$ cat src/rtl/intra4x4_pkg.sv
// Shared types, mode codes and pixel helpers for intra-4x4 mode decision.
// Blocks pack pixel (r,c) at bits [8*(4r+c)+7 : 8*(4r+c)].
package intra4x4_pkg;

  localparam logic [3:0] I4_VERT = 4'd0;
  localparam logic [3:0] I4_HOR  = 4'd1;
  localparam logic [3:0] I4_DC   = 4'd2;

  localparam logic [7:0] DC_DEFAULT = 8'd128;
  localparam int         SAD_W      = 12;

  typedef enum logic [1:0] {
    S_IDLE = 2'd0,
    S_EVAL = 2'd1,
    S_DONE = 2'd2
  } state_e;

  function automatic logic [7:0] px(
    input logic [127:0] b,
    input logic [1:0]   r,
    input logic [1:0]   c
  );
    return b[{r, c, 3'b000} +: 8];
  endfunction

  function automatic logic [31:0] row_of(
    input logic [127:0] b,
    input logic [1:0]   r
  );
    return b[{r, 5'b00000} +: 32];
  endfunction

  function automatic logic [9:0] sum4(
    input logic [31:0] v
  );
    return 10'(v[7:0]) + 10'(v[15:8])
         + 10'(v[23:16]) + 10'(v[31:24]);
  endfunction

  function automatic logic [7:0] calc_dc(
    input logic [31:0] top,
    input logic [31:0] left,
    input logic        va,
    input logic        vb
  );
    logic [9:0] st;
    logic [9:0] sl;
    st = sum4(top);
    sl = sum4(left);
    if (va && vb)
      return 8'((11'(st) + 11'(sl) + 11'd4) >> 3);
    else if (vb)
      return 8'((st + 10'd2) >> 2);
    else if (va)
      return 8'((sl + 10'd2) >> 2);
    else
      return DC_DEFAULT;
  endfunction

  function automatic logic [3:0] first_mode(
    input logic va,
    input logic vb
  );
    if (vb)      return I4_VERT;
    else if (va) return I4_HOR;
    else         return I4_DC;
  endfunction

  function automatic logic [3:0] next_mode(
    input logic [3:0] m,
    input logic       va
  );
    if (m == I4_VERT && va) return I4_HOR;
    else                    return I4_DC;
  endfunction

  function automatic logic [31:0] pred_row(
    input logic [3:0]  m,
    input logic [31:0] top,
    input logic [31:0] left,
    input logic [7:0]  dc,
    input logic [1:0]  r
  );
    if (m == I4_VERT)     return top;
    else if (m == I4_HOR) return {4{left[{r, 3'b000} +: 8]}};
    else                  return {4{dc}};
  endfunction

  function automatic logic [127:0] pred_block(
    input logic [3:0]  m,
    input logic [31:0] top,
    input logic [31:0] left,
    input logic [7:0]  dc
  );
    logic [127:0] b;
    b = '0;
    for (int r = 0; r < 4; r++)
      b[32*r +: 32] = pred_row(m, top, left, dc, 2'(r));
    return b;
  endfunction

endpackage

$ cat src/rtl/intra4x4_row_sad.sv
// Sum of absolute differences over one 4-pixel row.
// Purely combinational; worst case 4*255 = 1020 fits 10 bits.
module intra4x4_row_sad (
  input  logic [31:0] cur_row,
  input  logic [31:0] pred_row,
  output logic [9:0]  sad
);

  // Accumulate |cur - pred| per column
  always_comb begin
    logic [7:0] a;
    logic [7:0] b;
    sad = '0;
    for (int c = 0; c < 4; c++) begin
      a = cur_row[8*c +: 8];
      b = pred_row[8*c +: 8];
      sad = sad + 10'((a > b) ? (a - b) : (b - a));
    end
  end

endmodule

$ cat src/rtl/intra4x4_mode_decision.sv
// Intra-4x4 mode decision over V/H/DC by row-serial SAD.
// One row per cycle, four cycles per available mode.
module intra4x4_mode_decision #(
  parameter int PIX_W = 8,
  parameter int SAD_W = 12
) (
  input  logic                 clk,
  input  logic                 rst,
  input  logic                 start,
  input  logic [16*PIX_W-1:0]  cur_blk,
  input  logic [4*PIX_W-1:0]   top_pix,
  input  logic [4*PIX_W-1:0]   left_pix,
  input  logic                 mbAddrA_valid,
  input  logic                 mbAddrB_valid,
  output logic                 busy,
  output logic                 done,
  output logic [3:0]           best_mode,
  output logic [SAD_W-1:0]     best_sad,
  output logic [16*PIX_W-1:0]  pred_blk
);

  import intra4x4_pkg::*;

  state_e             state_q, state_d;
  logic [127:0]       cur_q, cur_d;
  logic [31:0]        top_q, top_d;
  logic [31:0]        left_q, left_d;
  logic               va_q, va_d;
  logic               vb_q, vb_d;
  logic [7:0]         dc_q, dc_d;
  logic [3:0]         mode_q, mode_d;
  logic [1:0]         row_q, row_d;
  logic [SAD_W-1:0]   acc_q, acc_d;
  logic               first_q, first_d;
  logic [3:0]         bmode_q, bmode_d;
  logic [SAD_W-1:0]   bsad_q, bsad_d;
  logic               done_q, done_d;
  logic [3:0]         omode_q, omode_d;
  logic [SAD_W-1:0]   osad_q, osad_d;
  logic [127:0]       opred_q, opred_d;

  logic [9:0]         row_sad;
  logic [SAD_W-1:0]   acc_sum;

  intra4x4_row_sad u_row_sad (
    .cur_row  (row_of(cur_q, row_q)),
    .pred_row (pred_row(mode_q, top_q, left_q, dc_q, row_q)),
    .sad      (row_sad)
  );

  assign acc_sum   = acc_q + SAD_W'(row_sad);
  assign busy      = (state_q != S_IDLE);
  assign done      = done_q;
  assign best_mode = omode_q;
  assign best_sad  = osad_q;
  assign pred_blk  = opred_q;

  // Capture, row-serial SAD accumulation, best tracking, result load
  always_comb begin
    state_d = state_q;
    cur_d   = cur_q;
    top_d   = top_q;
    left_d  = left_q;
    va_d    = va_q;
    vb_d    = vb_q;
    dc_d    = dc_q;
    mode_d  = mode_q;
    row_d   = row_q;
    acc_d   = acc_q;
    first_d = first_q;
    bmode_d = bmode_q;
    bsad_d  = bsad_q;
    done_d  = 1'b0;
    omode_d = omode_q;
    osad_d  = osad_q;
    opred_d = opred_q;
    case (state_q)
      S_IDLE: begin
        if (start) begin
          cur_d   = cur_blk;
          top_d   = top_pix;
          left_d  = left_pix;
          va_d    = mbAddrA_valid;
          vb_d    = mbAddrB_valid;
          dc_d    = calc_dc(top_pix, left_pix,
                            mbAddrA_valid, mbAddrB_valid);
          mode_d  = first_mode(mbAddrA_valid, mbAddrB_valid);
          row_d   = 2'd0;
          acc_d   = '0;
          first_d = 1'b1;
          state_d = S_EVAL;
        end
      end
      S_EVAL: begin
        row_d = row_q + 2'd1;
        if (row_q == 2'd3) begin
          acc_d   = '0;
          first_d = 1'b0;
          if (first_q || acc_sum < bsad_q) begin
            bmode_d = mode_q;
            bsad_d  = acc_sum;
          end
          if (mode_q == I4_DC)
            state_d = S_DONE;
          else
            mode_d = next_mode(mode_q, va_q);
        end else begin
          acc_d = acc_sum;
        end
      end
      S_DONE: begin
        omode_d = bmode_q;
        osad_d  = bsad_q;
        opred_d = pred_block(bmode_q, top_q, left_q, dc_q);
        done_d  = 1'b1;
        state_d = S_IDLE;
      end
      default: state_d = S_IDLE;
    endcase
  end

  // State and datapath registers, synchronous reset
  always_ff @(posedge clk) begin
    if (rst) begin
      state_q <= S_IDLE;
      cur_q   <= '0;
      top_q   <= '0;
      left_q  <= '0;
      va_q    <= 1'b0;
      vb_q    <= 1'b0;
      dc_q    <= '0;
      mode_q  <= '0;
      row_q   <= '0;
      acc_q   <= '0;
      first_q <= 1'b0;
      bmode_q <= '0;
      bsad_q  <= '0;
      done_q  <= 1'b0;
      omode_q <= '0;
      osad_q  <= '0;
      opred_q <= '0;
    end else begin
      state_q <= state_d;
      cur_q   <= cur_d;
      top_q   <= top_d;
      left_q  <= left_d;
      va_q    <= va_d;
      vb_q    <= vb_d;
      dc_q    <= dc_d;
      mode_q  <= mode_d;
      row_q   <= row_d;
      acc_q   <= acc_d;
      first_q <= first_d;
      bmode_q <= bmode_d;
      bsad_q  <= bsad_d;
      done_q  <= done_d;
      omode_q <= omode_d;
      osad_q  <= osad_d;
      opred_q <= opred_d;
    end
  end

endmodule

$ cat config.mk
export PLATFORM = sky130hd
export DESIGN_NAME = intra4x4_mode_decision
export DESIGN_NICKNAME = d
export VERILOG_FILES = /design/src/rtl/intra4x4_pkg.sv /design/src/rtl/intra4x4_row_sad.sv /design/src/rtl/intra4x4_mode_decision.sv
export SDC_FILE = /design/constraint.sdc
export NUM_CORES = 1
export LEC_CHECK = 0
export CAP_MARGIN = 15
export CORE_ASPECT_RATIO = 0.8
export CORE_UTILIZATION = 40
export CTS_BUF_LIST = sky130_fd_sc_hd__clkbuf_8
export DETAILED_ROUTE_END_ITERATION = 6
export GPL_TIMING_DRIVEN = 0
export HOLD_SLACK_MARGIN = 0.15
export PLACE_DENSITY = 0.6
export SYNTH_ARGS = -nofsm -noshare
export SYNTH_HDL_FRONTEND = slang
export SYNTH_HIERARCHICAL = 1
export SYNTH_SLANG_ARGS = --single-unit
$ cat constraint.sdc
create_clock -name clk -period 13.86 [get_ports clk]
set_input_delay 1.386 -clock clk [delete_from_list [all_inputs] [get_ports clk]]
set_output_delay 1.386 -clock clk [all_outputs]
set_load 0.02 [all_outputs]
# --- Word-level counts from Yosys, hierarchy flattened ---
# Index checks and enable logic that the tools add are counted.
classes:
  add_sub_neg: 23
  n_shift: 2
  n_eq_ne: 10
  muxes: 37
  magnitude_cmp: 5
  n_reduce_logical: 14
op_table:
  columns: ["cell", "count"]
  rows:
  - ["$mux W32", 10]
  - ["$shiftx A128 B8 Y32", 1]
  - ["$sub A8 B8 Y9", 8]
  - ["$mux W10", 4]
  - ["$gt A8 B8 Y1", 4]
  - ["$shiftx A32 B6 Y8", 1]
  - ["$add A10 B10 Y10", 3]
  - ["$mux W12", 2]
  - ["$mux W8", 3]
  - ["$pmux W12 S2", 1]
  - ["$add A10 B2 Y10 const B", 2]
  - ["$add A10 B8 Y10", 2]
  - ["$add A9 B8 Y10", 2]
  - ["$add A8 B8 Y9", 2]
  - ["$mux W2", 7]
  - ["$add A12 B10 Y12", 1]
  - ["$lt A12 B12 Y1", 1]
  - ["$mux W4", 3]
  - ["$add A10 B10 Y11", 1]
  - ["$add A11 B3 Y11 const B", 1]
  - ["$reduce_and A3 Y1", 3]
  - ["$eq A4 B1 Y1 const B", 2]
  - ["$logic_not A4 Y1", 2]
  - ["$ne A2 B2 Y1 const B", 4]
  - ["other kinds (14)", 21]
totals:
  wordCells: 107
  regBits: 383

# --- Logic depth before layout (Yosys ltp) ---
depth:
  depth_word: 12
  ltp_mapped: 40
  depth_no_buf: 36

# --- Modules after synthesis ---
# Netlist, hierarchy kept.
by_module_without_submodules:
  columns: ["mod", "area_each_um2", "n_inst", "cells_each"]
  rows:
  - ["intra4x4_mode_decision", 17420.5, 1, 2066]
  - ["intra4x4_row_sad", 3504.6, 1, 454]

# --- Worst setup path before layout ---
# OpenSTA, ideal clock, no wires.
synth_path:
  kind: "reg-to-reg"
  from: "register row_q[0]"
  to: "register bsad_q[10]"
  setup_slack_ns: 5.113
  setup_time_ns: 0.128
  t_arrival_ns: 8.619
  path_stages_with_launch: 35
  synth_period_minus_slack_ns: 8.747
  path_cell_list: "dfxtp_1 > clkbuf_1 > buf_2 > mux4_2 > a22o_1 > a21o_1 > ha_1 > buf_2 > a21oi_1 > a21oi_1 > or3_1 > o21ai_2 > mux2_2 > fa_1 > fa_1 > ha_1 > fa_1 > a21o_1 > a21oi_1 > xnor2_1 > ha_1 > and3_1 > a221o_1 > o41a_1 > a31oi_1 > xnor2_1 > ha_1 > nand2_1 > a211oi_1 > o31a_1 > a311o_1 > buf_2 > buf_2 > mux2i_1 > nor2_1"
synth_between:
  elab_chain_len: 12
synth_rtl:
  columns: ["item", "line_no", "rtl"]
  rows:
  - ["from (decl)", "intra4x4_mode_decision.sv:32", "logic [1:0] row_q, row_d;"]
  - ["from (signal assigned)", "intra4x4_mode_decision.sv:151", "row_q <= row_d;"]
  - ["$shiftx A32 B6 Y8", "intra4x4_pkg.sv:85", "else if (m == I4_HOR) return {4{left[{r, 3'b000} +: 8]}};"]
  - ["$mux W32", "intra4x4_pkg.sv:85", null]
  - ["$mux W32", "intra4x4_pkg.sv:84", "if (m == I4_VERT) return top;"]
  - ["$sub A8 B8 Y9 / $gt A8 B8 Y1 (equally long branches)", "intra4x4_row_sad.sv:17", "sad = sad + 10'((a > b) ? (a - b) : (b - a));"]
  - ["$mux W10", "intra4x4_row_sad.sv:17", null]
  - ["$add A10 B10 Y10 (2 in series)", "intra4x4_row_sad.sv:17", null]
  - ["$add A10 B10 Y10 *", "intra4x4_row_sad.sv:17", null]
  - ["via row_sad[5]", "intra4x4_mode_decision.sv:42", "logic [9:0] row_sad;"]
  - ["$add A12 B10 Y12 *", "intra4x4_mode_decision.sv:51", "assign acc_sum = acc_q + SAD_W'(row_sad);"]
  - ["via acc_sum[10]", "intra4x4_mode_decision.sv:43", "logic [SAD_W-1:0] acc_sum;"]
  - ["$lt A12 B12 Y1", "intra4x4_mode_decision.sv:99", "if (first_q || acc_sum < bsad_q) begin"]
  - ["$logic_or A1 B1 Y1", "intra4x4_mode_decision.sv:99", null]
  - ["$reduce_and A3 Y1 (no source line)", null, null]
  - ["to (signal assigned)", "intra4x4_mode_decision.sv:155", "bsad_q <= bsad_d;"]
  - ["to (decl)", "intra4x4_mode_decision.sv:36", "logic [SAD_W-1:0] bsad_q, bsad_d;"]
# Mark *: on every way through the listed nets, which the timed path passes. The rest lies on a longest branch.
# A chain may end at the register's enable or synchronous reset.

# --- Worst setup path after layout ---
layout_path:
  from: "register row_q[1]"
  to: "register bsad_q[9]"
layout_between:
  elab_chain_len: 12
layout_rtl:
  columns: ["item", "line_no"]
  rows:
  - ["$shiftx A32 B6 Y8", "intra4x4_pkg.sv:85"]
  - ["$mux W32", "intra4x4_pkg.sv:85"]
  - ["$mux W32", "intra4x4_pkg.sv:84"]
  - ["$sub A8 B8 Y9 / $gt A8 B8 Y1 (equally long branches)", "intra4x4_row_sad.sv:17"]
  - ["$mux W10", "intra4x4_row_sad.sv:17"]
  - ["$add A10 B10 Y10 (2 in series)", "intra4x4_row_sad.sv:17"]
  - ["$add A10 B10 Y10 *", "intra4x4_row_sad.sv:17"]
  - ["via row_sad[5]", "intra4x4_mode_decision.sv:42"]
  - ["$add A12 B10 Y12 *", "intra4x4_mode_decision.sv:51"]
  - ["via acc_sum[10]", "intra4x4_mode_decision.sv:43"]
  - ["$lt A12 B12 Y1 *", "intra4x4_mode_decision.sv:99"]
  - ["$logic_or A1 B1 Y1 *", "intra4x4_mode_decision.sv:99"]
  - ["$reduce_and A3 Y1 (no source line) *", null]
# Marked as above.

==> results.ini <==
[outcome]
run_status = finished, final reports clean

[setup_path]
worst-endpoint-required_ns = 14.41
critical-path-slowest-cell = sky130_fd_sc_hd__buf_1
path_common_cell = sky130_fd_sc_hd__ha_1
worst-path-buf-inv = 5
timing.critical_path.fanout_max = 10
cp-end-kind = flip-flop
worstPathArrival_ns = 10.97
critical_path_class = flip-flop to flip-flop
cpLargestDelayFamily = compound AO/OA/AOI/OAI gates
type_of_element_launching_the_critical_path = flip-flop
cp_slowest_stage_delay_ns = 0.68

[run]
maxCapViolCount = 0

[floorplan]
fp.dieH_um = 207
core_area_sq_um = 51400
chipWidth_um = 258
std_cell_rows = 74
design.die.area_sq_um = 53200
effective_utilization_at_floorplan = 0.407
top_level_ports = 343

[timing]
drv_slew = 0
max_slew_margin = 0.291
timing.final.hold_violations = 0
clock_skew_ns = 0.0660
max_slew.worst_pin.slew_ns = 1.06
timing.final.ws_setup_ns = 3.44
tns_ns = 0
finalSetupViolCount = 0
layout_min_cycle_time_ns = 10.42
rsz0062_at_grt = no
min_period_over_period = 0.752
clock.fmax_mhz = 96.0

[grt]
via_count_of_the_first_global_routing_pass = 19500
grt_total_usage = 0.298
grt_first_pass_wirelength_mm = 119
initial_antenna_violation_count = 3
grt_remaining_overflow = 0
grt_start_max_net_pins = 18

[clock_tree]
cts.root.buffer_cell = sky130_fd_sc_hd__clkbuf_8
reg_clk_slew_reported_paths_ns = 0.06
ctsResizeCount = 0
clock_tree_from_tritoncts = yes
clock_sinks = 377
clock_insertion_delay_worst_skew_ns = 0.68
cts-buffers-inserted = 61
clock_tree.htree_level_count = 2
cts_setup_buffers = 0
largest_buffer_count_on_any_clock_path = 3
holdBufCountCts = 0

[synthesis]
synth_warnings = 6
synth-main-ff-cell = sky130_fd_sc_hd__dfxtp_1
post_synth_main_area_contributors = sky130_fd_sc_hd__dfxtp_1, sky130_fd_sc_hd__a21oi_1, sky130_fd_sc_hd__nand2_1
yosysTopAreaCellShare = 0.361
postSynthRegisterBits = 377
post_synth_instance_area_sq_um = 20900
netlist_top_cells_count = sky130_fd_sc_hd__a21oi_1, sky130_fd_sc_hd__nand2_1, sky130_fd_sc_hd__dfxtp_1
synth_cell_types = 75
yosysTopAreaCell = sky130_fd_sc_hd__dfxtp_1
postSynthAreaPerCell_sq_um = 8.30
synth_edf_count = 0
yosysMostFrequentCell = sky130_fd_sc_hd__a21oi_1
synthCells = 2520
synth_seq_area_share = 0.361
async_flop_share = 0

[routing]
detailroute.via_count = 20200
vias_per_cell = 5.53
drt_iter0_drc = 1764
count_of_antenna_violating_nets_left_after_detailed_routing = 0
drt_first_pass_iters = 6
wirelength_mm = 81.1
wire_per_inst_um = 22.2
route.detailed.drc = 0

[final_layout]
post_route_cells_drive_above_1_share = 0.0582
fillCellCount = 4944
final_nets = 3311
area.growth.synth_to_final_pct = 26.5
postLayoutCellArea_sq_um = 26500

[place]
place.port_buffers = 340
globalplace.congestion = 0.986
post_dp_cell_area_sq_um = 25200
dp_worst_setup_slack_ns = 3.48
dp_hpwl_mm = 65.5

[power]
ir_drop_mv = 0.376
power-per-cell-area_nw_per_um2 = 243
static-leakage-power_nw = 10.9
power_mw = 6.43

[worst_hold_path]
worst_hold_path_type = flip-flop to flip-flop

==> final timing paths <==
kind / to / slack (ns) / startpoint / cells after the start
worst min-delay path: cur_q[40] / 0.45 / cur_q[40] / 2
worst min register to register: cur_q[40] / 0.45 / cur_q[40] / 2
worst max-delay path: bsad_q[9] / 3.44 / row_q[1] / 34
worst max register to register: bsad_q[9] / 3.44 / row_q[1] / 34
==> flip-flops by register name, summed over array words and instances, names as in the netlist <==
name,count
cur_q,128
pred_blk,128
left_q,32
top_q,32
acc_q,12
best_sad,12
bsad_q,12
dc_q,8
best_mode,2
bmode_q,2
mode_q,2
row_q,2
state_q,2
done,1
first_q,1
va_q,1
==> logic make-up after synthesis <==
kind of cell	after synthesis	share of synthesized area
AO/OA/AOI/OAI	818	0.225
XOR/XNOR	68	0.0285
adder cells (fa/ha/maj)	190	0.135
buffers and inverters	363	0.0660
flip-flops	377	0.361
multiplexers	73	0.0593
other	1	0.000179
AND/OR/NAND/NOR	630	0.126
==> where the power goes <==
part           switching (mW)  internal [mW]
combinational            2.38           1.87
clock                   0.478          0.534
sequential             0.0379           1.13
==> metal layers <==
| metal | track usage | vias up | wire length [um] |
|---|---|---|---|
| met2 | 0.438 | 918 | 33900 |
| met1 | 0.433 | 9763 | 37500 |
| met5 | 0 | - | 0 |
| li1 | - | 9405 | - |
| met4 | 0.0913 | 0 | 2240 |
| met3 | 0.0659 | 127 | 7470 |
==> per-stage QoR <==
step           hold slack (ns)  utilization  instances
3_3_place_gp             0.439        0.490       3545
3_5_place_dp             0.444        0.490       3545
4_1_cts                  0.452        0.515       3655
6_report                 0.452        0.515       3656
2_1_floorplan            0.432            -       2521
5_1_grt                  0.468        0.515       3656
==> cell type report <==
class	instances	area [sq um]	area share
antenna	1	2.50	0.0000946
buffer	147	571	0.0216
tap	684	856	0.0323
clock inverter	34	224	0.00846
inverter	216	811	0.0306
clock buffer	76	1050	0.0395
sequential	377	7550	0.285
timing repair buffer	340	3400	0.129
multi-input combinational	1781	12000	0.454
==> placed cells by master, fill, tap and decap left out, types with 10 or more instances in the layout <==
cell / n
sky130_fd_sc_hd__a21oi_1: 457
sky130_fd_sc_hd__nand2_1: 452
sky130_fd_sc_hd__dfxtp_1: 377
sky130_fd_sc_hd__clkdlybuf4s50_1: 340
sky130_fd_sc_hd__inv_1: 231
sky130_fd_sc_hd__o21ai_0: 164
sky130_fd_sc_hd__ha_1: 131
sky130_fd_sc_hd__clkbuf_1: 121
sky130_fd_sc_hd__clkbuf_8: 76
sky130_fd_sc_hd__nor2_1: 71
sky130_fd_sc_hd__a21o_1: 60
sky130_fd_sc_hd__fa_1: 59
sky130_fd_sc_hd__xnor2_1: 43
sky130_fd_sc_hd__mux4_2: 40
sky130_fd_sc_hd__mux2i_1: 26
sky130_fd_sc_hd__xor2_1: 25
sky130_fd_sc_hd__nor3_1: 18
sky130_fd_sc_hd__nor2b_1: 18
sky130_fd_sc_hd__buf_1: 15
sky130_fd_sc_hd__clkinv_2: 15
sky130_fd_sc_hd__a31oi_1: 14
sky130_fd_sc_hd__a211oi_1: 13
sky130_fd_sc_hd__a22oi_1: 13
sky130_fd_sc_hd__nand2b_1: 12
sky130_fd_sc_hd__o21a_1: 11
sky130_fd_sc_hd__o21bai_1: 10
sky130_fd_sc_hd__nand3_1: 10
sky130_fd_sc_hd__and2_1: 10
==> tightest hold or removal path, cell delays in order (launching register included) <==
cell	delay, ns
sky130_fd_sc_hd__dfxtp_1	0.30
sky130_fd_sc_hd__nand2_1	0.05
sky130_fd_sc_hd__a21oi_1	0.05
(Power assumes the default switching activity.)
